File: src/rtl/jump_ctrl.sv
// Per-frame vertical-motion sequencer: turns jump presses into char_y updates once per vsync rising edge.
// Optional feature: define DOUBLE_JUMP_EN to allow one extra jump while airborne.
module jump_ctrl #(
    parameter int Y_START  = 400,
    parameter int Y_MIN    = 0,
    parameter int JUMP_VEL = 12,
    parameter int GRAVITY  = 1,
    parameter int MAX_FALL = 10
) (
    input  logic        clk,
    input  logic        rst,
    input  logic        vsync,
    input  logic        jump_btn,
    input  logic        on_ground,
    output logic [11:0] char_y,
    output logic [1:0]  state_o,
    output logic        frame_tick
);

    typedef enum logic [1:0] {
        GROUND = 2'd0,
        RISE   = 2'd1,
        FALL   = 2'd2
    } state_t;

    localparam logic signed [7:0]  V_JUMP = 8'(0 - JUMP_VEL);
    localparam logic signed [7:0]  V_GRAV = 8'(GRAVITY);
    localparam logic signed [7:0]  V_MAX  = 8'(MAX_FALL);
    localparam logic signed [13:0] Y_LO   = 14'(Y_MIN);
    localparam logic signed [13:0] Y_HI   = 14'sd4095;

    state_t             state, state_n;
    logic signed [7:0]  vel, vel_n;
    logic [11:0]        y_n;
    logic               vsync_q, btn_q, jump_pend;
    logic               btn_edge;
    logic signed [13:0] y_sum;
    logic [11:0]        y_clamp;
    logic signed [7:0]  vel_plus, fall_vel;

`ifdef DOUBLE_JUMP_EN
    logic air_used;
    logic air_take;
`endif

    assign frame_tick = vsync & ~vsync_q;
    assign btn_edge   = jump_btn & ~btn_q;

    // Edge detectors and the one-frame jump request latch.
    always_ff @(posedge clk or negedge rst) begin
        if (!rst) begin
            vsync_q   <= 1'b0;
            btn_q     <= 1'b0;
            jump_pend <= 1'b0;
        end else begin
            vsync_q <= vsync;
            btn_q   <= jump_btn;
            if (frame_tick)
                jump_pend <= 1'b0;
            else if (btn_edge)
                jump_pend <= 1'b1;
        end
    end

    // Candidate position after applying the current velocity, clamped to the screen.
    always_comb begin
        y_sum    = $signed({2'b00, char_y}) + $signed({{6{vel[7]}}, vel});
        vel_plus = vel + V_GRAV;
        fall_vel = (vel_plus > V_MAX) ? V_MAX : vel_plus;
        if (y_sum < Y_LO)
            y_clamp = 12'(Y_MIN);
        else if (y_sum > Y_HI)
            y_clamp = 12'hFFF;
        else
            y_clamp = y_sum[11:0];
    end

    // State register: motion state only moves on frame_tick.
    always_ff @(posedge clk or negedge rst) begin
        if (!rst) begin
            state  <= FALL;
            vel    <= 8'sd0;
            char_y <= 12'(Y_START);
        end else if (frame_tick) begin
            state  <= state_n;
            vel    <= vel_n;
            char_y <= y_n;
        end
    end

    // Next-state logic.
    always_comb begin
        state_n = state;
        vel_n   = vel;
        y_n     = char_y;
`ifdef DOUBLE_JUMP_EN
        air_take = 1'b0;
`endif
        case (state)
            GROUND: begin
                vel_n = 8'sd0;
                if (jump_pend) begin
                    state_n = RISE;
                    vel_n   = V_JUMP;
                end else if (!on_ground) begin
                    state_n = FALL;
                end
            end
            RISE: begin
`ifdef DOUBLE_JUMP_EN
                if (jump_pend && !air_used) begin
                    vel_n    = V_JUMP;
                    air_take = 1'b1;
                end else begin
`else
                begin
`endif
                    if (y_sum <= Y_LO) begin
                        y_n     = 12'(Y_MIN);
                        vel_n   = 8'sd0;
                        state_n = FALL;
                    end else begin
                        y_n   = y_clamp;
                        vel_n = vel_plus;
                        if (!vel_plus[7])
                            state_n = FALL;
                    end
                end
            end
            FALL: begin
                if (on_ground) begin
                    state_n = GROUND;
                    vel_n   = 8'sd0;
`ifdef DOUBLE_JUMP_EN
                end else if (jump_pend && !air_used) begin
                    state_n  = RISE;
                    vel_n    = V_JUMP;
                    air_take = 1'b1;
`endif
                end else begin
                    y_n   = y_clamp;
                    vel_n = fall_vel;
                end
            end
            default: begin
                state_n = FALL;
                vel_n   = 8'sd0;
            end
        endcase
    end

`ifdef DOUBLE_JUMP_EN
    always_ff @(posedge clk or negedge rst) begin
        if (!rst)
            air_used <= 1'b0;
        else if (frame_tick) begin
            if (state_n == GROUND && state != GROUND)
                air_used <= 1'b0;
            else if (air_take)
                air_used <= 1'b1;
        end
    end
`endif

    // Output logic.
    always_comb begin
        state_o = state;
    end

endmodule

File: config.mk
export PLATFORM = sky130hd
export DESIGN_NAME = jump_ctrl
export DESIGN_NICKNAME = d
export VERILOG_FILES = /design/src/rtl/jump_ctrl.sv
export SDC_FILE = /design/constraint.sdc
export NUM_CORES = 1
export LEC_CHECK = 0
export CORE_MARGIN = 2
export CORE_UTILIZATION = 45
export DETAILED_ROUTE_END_ITERATION = 12
export GPL_ROUTABILITY_DRIVEN = 0
export PLACE_DENSITY = 0.65
export SLEW_MARGIN = 20
export SYNTH_ARGS = -nofsm -noshare
export SYNTH_HDL_FRONTEND = slang
export SYNTH_SLANG_ARGS = --single-unit
File: constraint.sdc
create_clock -name clk -period 8.2 [get_ports clk]
set_input_delay 2.46 -clock clk [delete_from_list [all_inputs] [get_ports clk]]
set_output_delay 2.46 -clock clk [all_outputs]
set_load 0.005 [all_outputs]
# Word level (Yosys, flattened, before mapping)
# Index checks and enable logic that the tools add are counted.
[classes] n_addsub=2 order_cmp=4 eq_ne=6 n_mux=18 n_bitwise=4 reduce_logical=5
[ops] op="12-bit 2-to-1 mux" count=4
[ops] op="8-bit 2-to-1 mux" count=4
[ops] op="12-bit case mux with 2 select lines" count=1
[ops] op="8-bit case mux with 3 select lines" count=1
[ops] op="13-bit by 8-bit adder with 14-bit output" count=1
[ops] op="14-bit by 13-bit greater-than comparator with 1-bit output, second input constant" count=1
[ops] op="14-bit by 1-bit less-or-equal comparator with 1-bit output, second input constant" count=1
[ops] op="14-bit by 1-bit less-than comparator with 1-bit output, second input constant" count=1
[ops] op="2-bit 2-to-1 mux" count=5
[ops] op="8-bit by 2-bit adder with 8-bit output, second input constant" count=1
[ops] op="8-bit by 5-bit greater-than comparator with 1-bit output, second input constant" count=1
[ops] op="3-bit inequality test, second input constant" count=2
[ops] op="2-bit case mux with 3 select lines" count=1
[ops] op="2-bit inequality test, second input constant" count=2
[ops] op="4-bit AND reduction" count=1
[ops] op="2-bit nonzero test" count=2
[ops] op="3-bit AND reduction" count=1
[ops] op="1-bit AND" count=2
[ops] op="2-bit by 1-bit equality test with 1-bit output, second input constant" count=1
[ops] op="2-bit equality test, second input constant" count=1
[ops] op="2-bit logical NOT" count=1
[ops] op="1-bit 2-to-1 mux" count=2
[ops] op="1-bit NOT" count=2
[totals] register_bits=25 input_bits=5 output_inout_bits=15 elab_cells=45

# Depth between registers and ports, before layout
[depth] depth_word=6 mapped_depth=12 mapped_depth_nobuf=12

# Worst setup path after synthesis
# OpenSTA, ideal clock, no wires.
[synth_path] path_type="input to output" start="in vsync" end="out frame_tick" arrival_time_ns=2.893 t_required_ns=5.740 setup_slack_ns=2.847 cell_stages=3 n_path_buf=1 cell_sequence="nand2b_1 > inv_1 > clkbuf_1"
[synth_between] elab_chain_len=1
[synth_lines] item="start, declared" line_no="12" source="input logic vsync,"
[synth_lines] item="1-bit AND" line_no="46" source="assign frame_tick = vsync & ~vsync_q;"
[synth_lines] item="end, declared" line_no="17" source="output logic frame_tick"
# Every way passes these cells.

# Worst setup path after layout
# Same ends and word-level chain as after synthesis.

==> key figures <==
Status
  • Run status: finished, final reports clean

Hold path
  • Tightest Hold Check Type: flip-flop to flip-flop
  • End point of the most critical hold path: char_y[9]$_DFFE_PN0P_
  • Number of stages on the worst hold path: 2
  • Startpoint of the tightest hold check path: char_y[9]$_DFFE_PN0P_

Placement
  • HPWL reported at the end of detailed placement: between 3 and 4 mm
  • Port-buffer cells: 19

Clock tree
  • Post-cts repair resize count: 0
  • Number of buffers between clock root and the deepest sink: 2
  • Clock root buffer: sky130_fd_sc_hd__clkbuf_8
  • Setup repair bufs after CTS: 0
  • Clock latency of the later-clocked register in the worst-skew pair: around 0.27 ns
  • CTS clock-pin slew for the worst setup and hold paths: approximately 0.090 ns
  • CTS tree: yes
  • Number of buffers added by the clock tree synthesis step: 3
  • Hold buffers post-CTS: 0
  • Sink Count: 25
  • Number of H-tree branching levels: 1

Power
  • Worst IR Drop VDD: between 100 and 150 uV
  • Power Density: ~360 mW/mm2
  • Overall power of the completed layout: between 0.0008 and 0.0009 W
  • P_leak: ~1.0 nW

Synthesis
  • Warning count from the yosys run: 0
  • Syn Area/Cell: between 9 and 10 um2
  • Netlist area before placement: 0.001988 mm2
  • Share of flip-flops with an asynchronous set or reset: between 90% and 100%
  • Count of mapped cells out of synthesis: 220
  • Post-Synthesis Net Count: 241
  • Share of the yosys chip area belonging to registers: about a third
  • Post-synth EDFFs: 0
  • Library cells used by synthesis: 57
  • Most common flop cell mapped by yosys: sky130_fd_sc_hd__dfrtp_1
  • Flip-flop and latch count after synthesis: 25

Worst setup path
  • Number of cells on the worst reg-to-reg path: 11
  • Kind of start point of the critical path: input pin
  • Endpoint kind of the worst setup timing path: output port
  • Path type of the worst setup path: input pin to output port
  • CP Data Arrival Time: 4.18 ns
  • Register-to-register setup slack: between 4 and 5 ns
  • Worst reg2reg endpoint: vel[3]$_DFFE_PN0P_
  • Worst R2R Start: vel[0]$_DFFE_PN0P_
  • Required time at the endpoint of the critical path: approximately 5.7 ns
  • Critical-path maximum fanout: 13

Cells and area
  • Sequential cell area: about 630 um2
  • ANT cells: 0
  • Fraction of final layout cells sized beyond drive strength 1: between 10% and 20%
  • Multi-input logic area: around 0.0013 mm2
  • Final Net Count: between 200 and 300
  • Area delta synth->final: 14.54%
  • Fill cell total of the finished layout: 400

Drt
  • DRC violation count after routing: 0
  • Count of vias placed by the detailed router: approximately 1700
  • Number of search-and-repair iterations in the first detailed-routing pass: 4
  • Final WL: approximately 4.3 mm
  • Routed via count divided by cell count: a little under 6
  • DRC marker count from the first detailed-route iteration: 106
  • DR WL/cell: between 10 and 15 um
  • Number of nets with antenna violations after detailed routing: 0

Global route
  • Antenna violations before repair: 0
  • Number of global-route vias before repair: 1569
  • First-pass GRT wire length: 7.438 mm
  • Gr usage total: about 18%
  • Global-route congestion overflow total: 0
  • Largest net degree at the start of global routing: 26

STA
  • Fin Clk Skew: 0.002956 ns
  • Final hold violation count: 0
  • Post-route minimum period: approximately 6.6 ns
  • Top achievable clock speed: roughly 150 MHz
  • Slew @ Worst Pin: roughly 0.97 ns
  • Final setup TNS: 0 ns
  • Final setup viols: 0
  • Unrepaired setup endpoints after global routing: false
  • Final number of max-transition violations: 0
  • Crit share post-route: between 80% and 90%
  • Worst slew slack as a fraction of its limit: approximately a third

Die
  • Boundary Pins: 20
  • Die span in x: about 70 um
  • Number of placement rows: 24
  • Starting density of the core: 46.30%
  • Chip Height: 70.47 um
  • DIE AREA: 0.004966 mm2
  • Core region area: between 0.004 and 0.005 mm2

Run
  • Max Cap Viol: 0
[layout by cell type (no fill, tap or decap), types with 5 or more instances in the layout]
cell / n
sky130_fd_sc_hd__dfrtp_1: 21
sky130_fd_sc_hd__nand2b_1: 5
sky130_fd_sc_hd__a21oi_1: 20
sky130_fd_sc_hd__a22o_1: 9
sky130_fd_sc_hd__xor2_1: 8
sky130_fd_sc_hd__ha_1: 15
sky130_fd_sc_hd__clkdlybuf4s50_1: 19
sky130_fd_sc_hd__o21ai_0: 8
sky130_fd_sc_hd__nor2_1: 13
sky130_fd_sc_hd__xnor2_1: 5
sky130_fd_sc_hd__nand2_1: 21
sky130_fd_sc_hd__inv_1: 10
[area by class of cell]
cell class | instances | share of cell area (%)
Inverter | 11 | 1.813
Timing Repair Buffer | 21 | 9.011
Multi-Input combinational cell | 177 | 56.59
Clock inverter | 1 | 0.2198
Sequential cell | 25 | 27.69
Clock buffer | 3 | 1.813
Tap cell | 52 | 2.857
[cell usage after synthesis (2+ instances only)]
master	n	area [um2]
sky130_fd_sc_hd__a211o_1	2	17.52
sky130_fd_sc_hd__a211oi_1	2	15.01
sky130_fd_sc_hd__a211oi_2	2	25.02
sky130_fd_sc_hd__a21o_1	4	30.03
sky130_fd_sc_hd__a21oi_1	20	100.1
sky130_fd_sc_hd__a22o_1	9	78.83
sky130_fd_sc_hd__a311oi_1	3	26.28
sky130_fd_sc_hd__a31oi_1	2	12.51
sky130_fd_sc_hd__and3_1	3	18.77
sky130_fd_sc_hd__clkbuf_1	5	18.77
sky130_fd_sc_hd__dfrtp_1	21	525.5
sky130_fd_sc_hd__dfstp_2	4	105.1
sky130_fd_sc_hd__ha_1	15	187.7
sky130_fd_sc_hd__inv_1	10	37.54
sky130_fd_sc_hd__nand2_1	21	78.83
sky130_fd_sc_hd__nand2b_1	5	31.28
sky130_fd_sc_hd__nand3_1	4	20.02
sky130_fd_sc_hd__nand3b_1	3	22.52
sky130_fd_sc_hd__nand4_1	3	18.77
sky130_fd_sc_hd__nor2_1	13	48.80
sky130_fd_sc_hd__nor3_1	3	15.01
sky130_fd_sc_hd__nor4_1	3	18.77
sky130_fd_sc_hd__o211ai_1	3	22.52
sky130_fd_sc_hd__o21a_1	2	15.01
sky130_fd_sc_hd__o21ai_0	8	40.04
sky130_fd_sc_hd__o21ai_1	3	15.01
sky130_fd_sc_hd__o21bai_1	2	15.01
sky130_fd_sc_hd__o31a_1	3	26.28
sky130_fd_sc_hd__o31ai_1	2	15.01
sky130_fd_sc_hd__or2b_2	2	17.52
sky130_fd_sc_hd__xnor2_1	5	43.79
sky130_fd_sc_hd__xor2_1	8	70.07
[kinds of logic (layout without fill, tap and decap cells)]
group / Yosys count / count (layout) / share of synthesized area, %
compound gates: 79 / 79 / 29.01
simple gates: 66 / 66 / 17.56
flops: 25 / 25 / 31.72
buf+inv: 18 / 36 / 3.461
fa+ha+maj: 16 / 16 / 10.45
xor+xnor: 14 / 14 / 6.545
mux: 2 / 2 / 1.258
[report_power, final]
group	total, W	switching [W]	internal (W)
sequential	0.000234	0.0000621	0.000172
combinational	0.000519	0.000277	0.000242
clock	0.0000766	0.0000425	0.0000341
[metrics by stage]
step	setup WS (ns)	cell area [um2]	hold slack (ns)	util [%]	std cells
after floorplan	2.847	1988	0.4766	-	220
after detailed placement	1.582	2231	0.5041	51.95	286
final	1.562	2277	0.5280	53.03	290
after CTS	1.575	2277	0.5296	53.03	290
after global placement	1.621	2231	0.5030	51.95	286
after global routing	1.472	2277	0.5654	53.03	290
[per-layer routing]
layer / global-route usage [%] / part of all wire [%] / up-vias
li1: - / - / 861
met1: 26.52 / 51 / 788
met2: 28.20 / 44 / 38
met3: 2.742 / 3.0 / 6
met4: 5.556 / 1.3 / 0
met5: 0 / 0 / -
[worst max-delay path: stages]
cell and delay (ns):
sky130_fd_sc_hd__clkdlybuf4s50_1 0.48, sky130_fd_sc_hd__nand2b_1 0.28, sky130_fd_sc_hd__inv_1 0.38, sky130_fd_sc_hd__clkdlybuf4s50_1 0.58
[flip-flops by register name, indices dropped and copies added, names as in the netlist]
signal / count
jump_pend: 1
vsync_q: 1
state_o: 2
btn_q: 1
char_y: 12
vel: 8
[how the worst max path moves through the flow]
| stage | from | end | slack [ns] | cells past startpoint |
|---|---|---|---|---|
| floorplan | vsync | frame_tick | 2.85 | 3 |
| global placement | vsync | frame_tick | 1.62 | 4 |
| detailed placement | vsync | frame_tick | 1.58 | 4 |
| CTS | vsync | frame_tick | 1.58 | 4 |
| global route | vsync | frame_tick | 1.47 | 4 |
| finish | vsync | frame_tick | 1.56 | 4 |
Power figures use the tool's default switching activity.
